### config.mk
export PLATFORM = sky130hd
export DESIGN_NAME = nibble_cmp_seq
export DESIGN_NICKNAME = d
export VERILOG_FILES = /design/src/rtl/nibble_cmp_seq.sv
export SDC_FILE = /design/constraint.sdc
export NUM_CORES = 1
export LEC_CHECK = 0
export BUFFER_PORTS_ARGS = -buffer_cell sky130_fd_sc_hd__buf_2
export CAP_MARGIN = 20
export CORE_MARGIN = 2
export CORE_UTILIZATION = 53
export CTS_CLUSTER_DIAMETER = 50
export DETAILED_ROUTE_END_ITERATION = 8
export MAX_ROUTING_LAYER = met4
export PLACE_DENSITY_LB_ADDON = 0.3
export RECOVER_POWER = 25
export SLEW_MARGIN = 25
export SYNTH_ARGS = -nofsm -noshare
export SYNTH_HDL_FRONTEND = slang
export SYNTH_SLANG_ARGS = --single-unit
### constraint.sdc
create_clock -name clk -period 2.3 [get_ports clk]
set_input_delay 0.23 -clock clk [delete_from_list [all_inputs] [get_ports clk]]
set_output_delay 0.23 -clock clk [all_outputs]
set_load 0.02 [all_outputs]
### src/rtl/nibble_cmp_seq.sv
// nibble_cmp_seq: drives one external 4-bit cascadable magnitude comparator
// nibble by nibble (LSB first) to compare two WIDTH-bit operands, with an
// optional signed mode for the RV32I branch-condition path.
module nibble_cmp_seq #(
    parameter int WIDTH = 32
) (
    input  logic             clk,
    input  logic             rst,
    input  logic             start,
    input  logic [WIDTH-1:0] op_a,
    input  logic [WIDTH-1:0] op_b,
    input  logic             is_signed,
    output logic             busy,
    output logic             done,
    output logic             res_eq,
    output logic             res_lt,
    output logic             res_gt,
    output logic [3:0]       cmp_a,
    output logic [3:0]       cmp_b,
    output logic             cmp_ieq,
    output logic             cmp_ilt,
    output logic             cmp_ibt,
    input  logic             cmp_oeq,
    input  logic             cmp_olt,
    input  logic             cmp_obt
);

    localparam int NIB  = WIDTH / 4;
    localparam int IDXW = $clog2(NIB);

    localparam logic [1:0] S_IDLE = 2'd0;
    localparam logic [1:0] S_RUN  = 2'd1;
    localparam logic [1:0] S_DONE = 2'd2;

    logic [1:0]       state_q, state_d;
    logic [IDXW-1:0]  idx_q, idx_d;
    logic [2:0]       flags_q, flags_d;
    logic [WIDTH-1:0] a_q, a_d;
    logic [WIDTH-1:0] b_q, b_d;
    logic             signed_q, signed_d;
    logic             res_eq_q, res_eq_d;
    logic             res_lt_q, res_lt_d;
    logic             res_gt_q, res_gt_d;

    logic             last_nib;
    logic [3:0]       nib_a, nib_b;

    assign last_nib = (idx_q == IDXW'(NIB - 1));

    // Next-state logic: accept start from IDLE/DONE, walk nibbles in RUN.
    always_comb begin
        state_d  = state_q;
        idx_d    = idx_q;
        flags_d  = flags_q;
        a_d      = a_q;
        b_d      = b_q;
        signed_d = signed_q;
        res_eq_d = res_eq_q;
        res_lt_d = res_lt_q;
        res_gt_d = res_gt_q;
        case (state_q)
            S_IDLE, S_DONE: begin
                state_d = S_IDLE;
                if (start) begin
                    state_d  = S_RUN;
                    a_d      = op_a;
                    b_d      = op_b;
                    signed_d = is_signed;
                    idx_d    = '0;
                    flags_d  = 3'b100;
                end
            end
            S_RUN: begin
                flags_d = {cmp_oeq, cmp_olt, cmp_obt};
                if (last_nib) begin
                    state_d  = S_DONE;
                    res_eq_d = cmp_oeq;
                    res_lt_d = cmp_olt;
                    res_gt_d = cmp_obt;
                end else begin
                    idx_d = idx_q + IDXW'(1);
                end
            end
            default: state_d = S_IDLE;
        endcase
    end

    // State registers with synchronous active-high reset.
    always_ff @(posedge clk) begin
        if (rst) begin
            state_q  <= S_IDLE;
            idx_q    <= '0;
            flags_q  <= '0;
            a_q      <= '0;
            b_q      <= '0;
            signed_q <= 1'b0;
            res_eq_q <= 1'b0;
            res_lt_q <= 1'b0;
            res_gt_q <= 1'b0;
        end else begin
            state_q  <= state_d;
            idx_q    <= idx_d;
            flags_q  <= flags_d;
            a_q      <= a_d;
            b_q      <= b_d;
            signed_q <= signed_d;
            res_eq_q <= res_eq_d;
            res_lt_q <= res_lt_d;
            res_gt_q <= res_gt_d;
        end
    end

    // Comparator drive: current nibble pair, sign bit flipped on the top
    // nibble in signed mode, all zero outside RUN.
    always_comb begin
        nib_a   = '0;
        nib_b   = '0;
        cmp_a   = '0;
        cmp_b   = '0;
        cmp_ieq = 1'b0;
        cmp_ilt = 1'b0;
        cmp_ibt = 1'b0;
        for (int unsigned i = 0; i < NIB; i++) begin
            if (idx_q == IDXW'(i)) begin
                nib_a = a_q[4*i +: 4];
                nib_b = b_q[4*i +: 4];
            end
        end
        if (state_q == S_RUN) begin
            cmp_a = nib_a;
            cmp_b = nib_b;
            if (signed_q && last_nib) begin
                cmp_a[3] = ~nib_a[3];
                cmp_b[3] = ~nib_b[3];
            end
            {cmp_ieq, cmp_ilt, cmp_ibt} = flags_q;
        end
    end

    assign busy   = (state_q == S_RUN);
    assign done   = (state_q == S_DONE);
    assign res_eq = res_eq_q;
    assign res_lt = res_lt_q;
    assign res_gt = res_gt_q;

endmodule

==> impl_results.md <==
- Outcome: finished with violations
- Failing checks: negative setup slack
- Worst Hold Class: in -> reg
- Overflow after GRT: 0
- Top FF cell, synth: dfxtp_1
- DRC errors left: 0
- Site Rows: 29
- Synthesized cell area: 3460 sq um
- Seq cells post-synth: 76
- Final net count: 630
- Wirelength per Cell: 14.6 um
- Worst path cell trace: ha_4, ha_4, buf_4, buf_4, and2_2, a32oi_1, o21ai_2, buf_6
- First-pass GRT wire length: 14,800 um
- CTS clk-pin slew, worst paths: 0.08 ns
- Post-CTS Hold Buffers: 0
- RSZ-0062 raised after global routing: true
- Final std cells w/o fill: 635
- Seq/Total Area, Yosys: 44.0%
- Critical Path End Type: output pin
- Buf+Inv Stages, Crit Path: 3
- Ant diodes: 0
- PD cells: 714 nW/um^2
- Final wirelength: 9280 um
- Critical path class: reg -> out
- Vias: 3,538
- Async set-reset flop share out of synthesis: 0%
- Crit path max-delay cell type: dfxtp_4
- P&R area growth vs syn: 26.7%
- ANT nets after route: 0
- Vias in the first global route: 3,313
- Comb power frac: 13.5%
- Commonest non-fill, non-tap cell in the layout: nand2_1
- Final hold slack: 0.112 ns
- Syn avg cell area: 7.34 sq um
- CTS HTree Levels: 3
- Mapped Nets: 548
- Root Buffer Master: clkbuf_8
- Die area: 7190 sq um
- I/O Buffers: 86
- MaxCap Viol Count: 0
- Setup ws final: -0.0563 ns
- Synth cell types: 39
- Crit path largest cell delay: 0.37 ns
- Core area: 6310 sq um
- Ys Warns: 0
- Switch Pwr: 776 uW
- Clock Latency Late Sink: 0.34 ns
- Width of the die: 84.8 um
- Max Clk Rate: 0.424 GHz
- Final min period: 2.36 ns
- Cts bufs inserted: 9
- Slew HR: 48.5%
- Clk sinks: 76
- DIE HEIGHT: 84.8 um
- Clock Tree Buf Depth: 2
- Clock skew: 0.00744 ns
- Initial DRT Pass Iterations: 5
- I/O Pins: 87
- Initial antenna violation count: 0
- P_int: 2350 uW
- Req. time, crit path: 2.07 ns
- GR Util All Layers: 26.1%
- CTS tree: yes
- Vias per cell: 5.57
- Startpoint Class: register
- Crit-path max FO: 9
- Final period util: 102%
- Iteration-0 DRC Markers: 294
- Cell count after synthesis: 471
- Switch share: 24.8%
- Worst Max-Slew Pin Slew: 0.772 ns
- Commonest cells after routing, fill and taps aside: nand2_1, a21oi_1, buf_2
- Clock power share: 40.4%
- Share of post-route cells with drive strength above 1: 25.4%
- Final Slew Violations: 0
- Initial core utilization: 54.8%
- Place WS: 0.123 ns
- Pleak: 0.00179 uW
- Final HPWL DP: 6300 um
- Critical Path AT: 2.13 ns
- Dpl cells: 613
- Sequential power share: 46.2%
- Largest net degree at the start of global routing: 77
- Max VDD drop: 0.478 mV
- Gpl congestion: 0.907
- CP delay by family, top: buffers and inverters
- Final setup viols: 3
- Fin. Hold Viols: 0
- Number of synthesized flops with an enable pin: 0
power groups by stage:
stage / sequential [uW] / combinational (uW) / clock (uW)
5_1_grt: 1450 / 468 / 1310
6_report: 1440 / 421 / 1260
3_5_place_dp: 1470 / 382 / 0
3_3_place_gp: 1470 / 371 / 0
4_1_cts: 1440 / 393 / 1270
2_1_floorplan: 1450 / 257 / 0
per-stage QoR:
step	instance area, sq um	power, uW	TNS, ns	utilization (%)
3_3_place_gp	3940	1840	0	62.4
2_1_floorplan	3460	1710	0	-
5_1_grt	4380	3230	-0.361	69.4
6_report	4380	3130	-0.0590	69.4
4_1_cts	4270	3100	-0.0715	67.7
3_5_place_dp	3940	1850	0	62.4
state kept, by name, summed over array words and instances (netlist names):
register  cells
a_q          32
b_q          32
flags_q       3
idx_q         3
state_q       2
res_eq        1
res_gt        1
res_lt        1
signed_q      1
what timing repair did:
| action | in CTS | in global routing |
|---|---|---|
| resized for setup | 21 | 16 |
| buffers inserted | 1 | 5 |
| setup endpoints to repair | 8 | 8 |
| pin swaps | 9 | 8 |
path summary, 6_finish.rpt:
kind,slack [ns],cells past startpoint,start,to
hold reg to reg,0.46,2,b_q[2],b_q[2]
setup reg to reg,0.52,8,idx_q[0],idx_q[0]
hold / removal,0.11,3,op_b[1],b_q[1]
setup / recovery,-0.06,8,idx_q[0],cmp_a[2]
cells in the mapped netlist, drive strengths merged, types with 2 or more instances:
master | count | area [sq um]
a22oi | 2 | 15.0
ha | 6 | 75.1
or3b | 2 | 20.0
o22ai | 2 | 12.5
inv | 7 | 26.3
nor2 | 21 | 86.3
o2111ai | 5 | 43.8
dfxtp | 76 | 1520
nor3b | 2 | 15.0
a21oi | 80 | 412
nand2 | 169 | 634
xnor2 | 2 | 17.5
clkbuf | 20 | 75.1
a31oi | 2 | 12.5
buf | 17 | 96.3
o21ai | 14 | 70.1
nand2b | 7 | 43.8
nor2b | 9 | 56.3
a32oi | 6 | 52.6
and2 | 4 | 26.3
o211ai | 7 | 52.6
worst register-to-register path, stage by stage, from the launching register on:
cell,delay (ns)
dfxtp_4,0.37
ha_4,0.18
ha_4,0.16
buf_4,0.12
buf_4,0.16
nor3b_1,0.30
nor2_1,0.13
a21oi_1,0.17
nor2_1,0.05
cell type report:
type | instances | area, sq um
clock buffers | 12 | 155
clock inverters | 4 | 95.1
fillers | 529 | 1930
inverters | 7 | 26.3
multi-input cells | 351 | 1840
flip-flops and latches | 76 | 1530
well taps | 77 | 96.3
repair buffers | 108 | 639
logic make-up after synthesis:
family	Yosys count	synth area share (%)
buffers and inverters	44	5.72
flip-flops	76	44.0
XOR/XNOR	2	0.507
AO/OA/AOI/OAI	126	21.5
adder cells (fa/ha/maj)	6	2.17
AND/OR/NAND/NOR	217	26.1
layer usage:
layer  part of all wire (%)  global-route usage (%)
met1                     44                    33.1
met2                     49                    43.1
met3                    5.9                    4.42
met4                    1.6                    7.36
met5                      0                       -
Note: power is estimated with default switching activity, not from simulation.
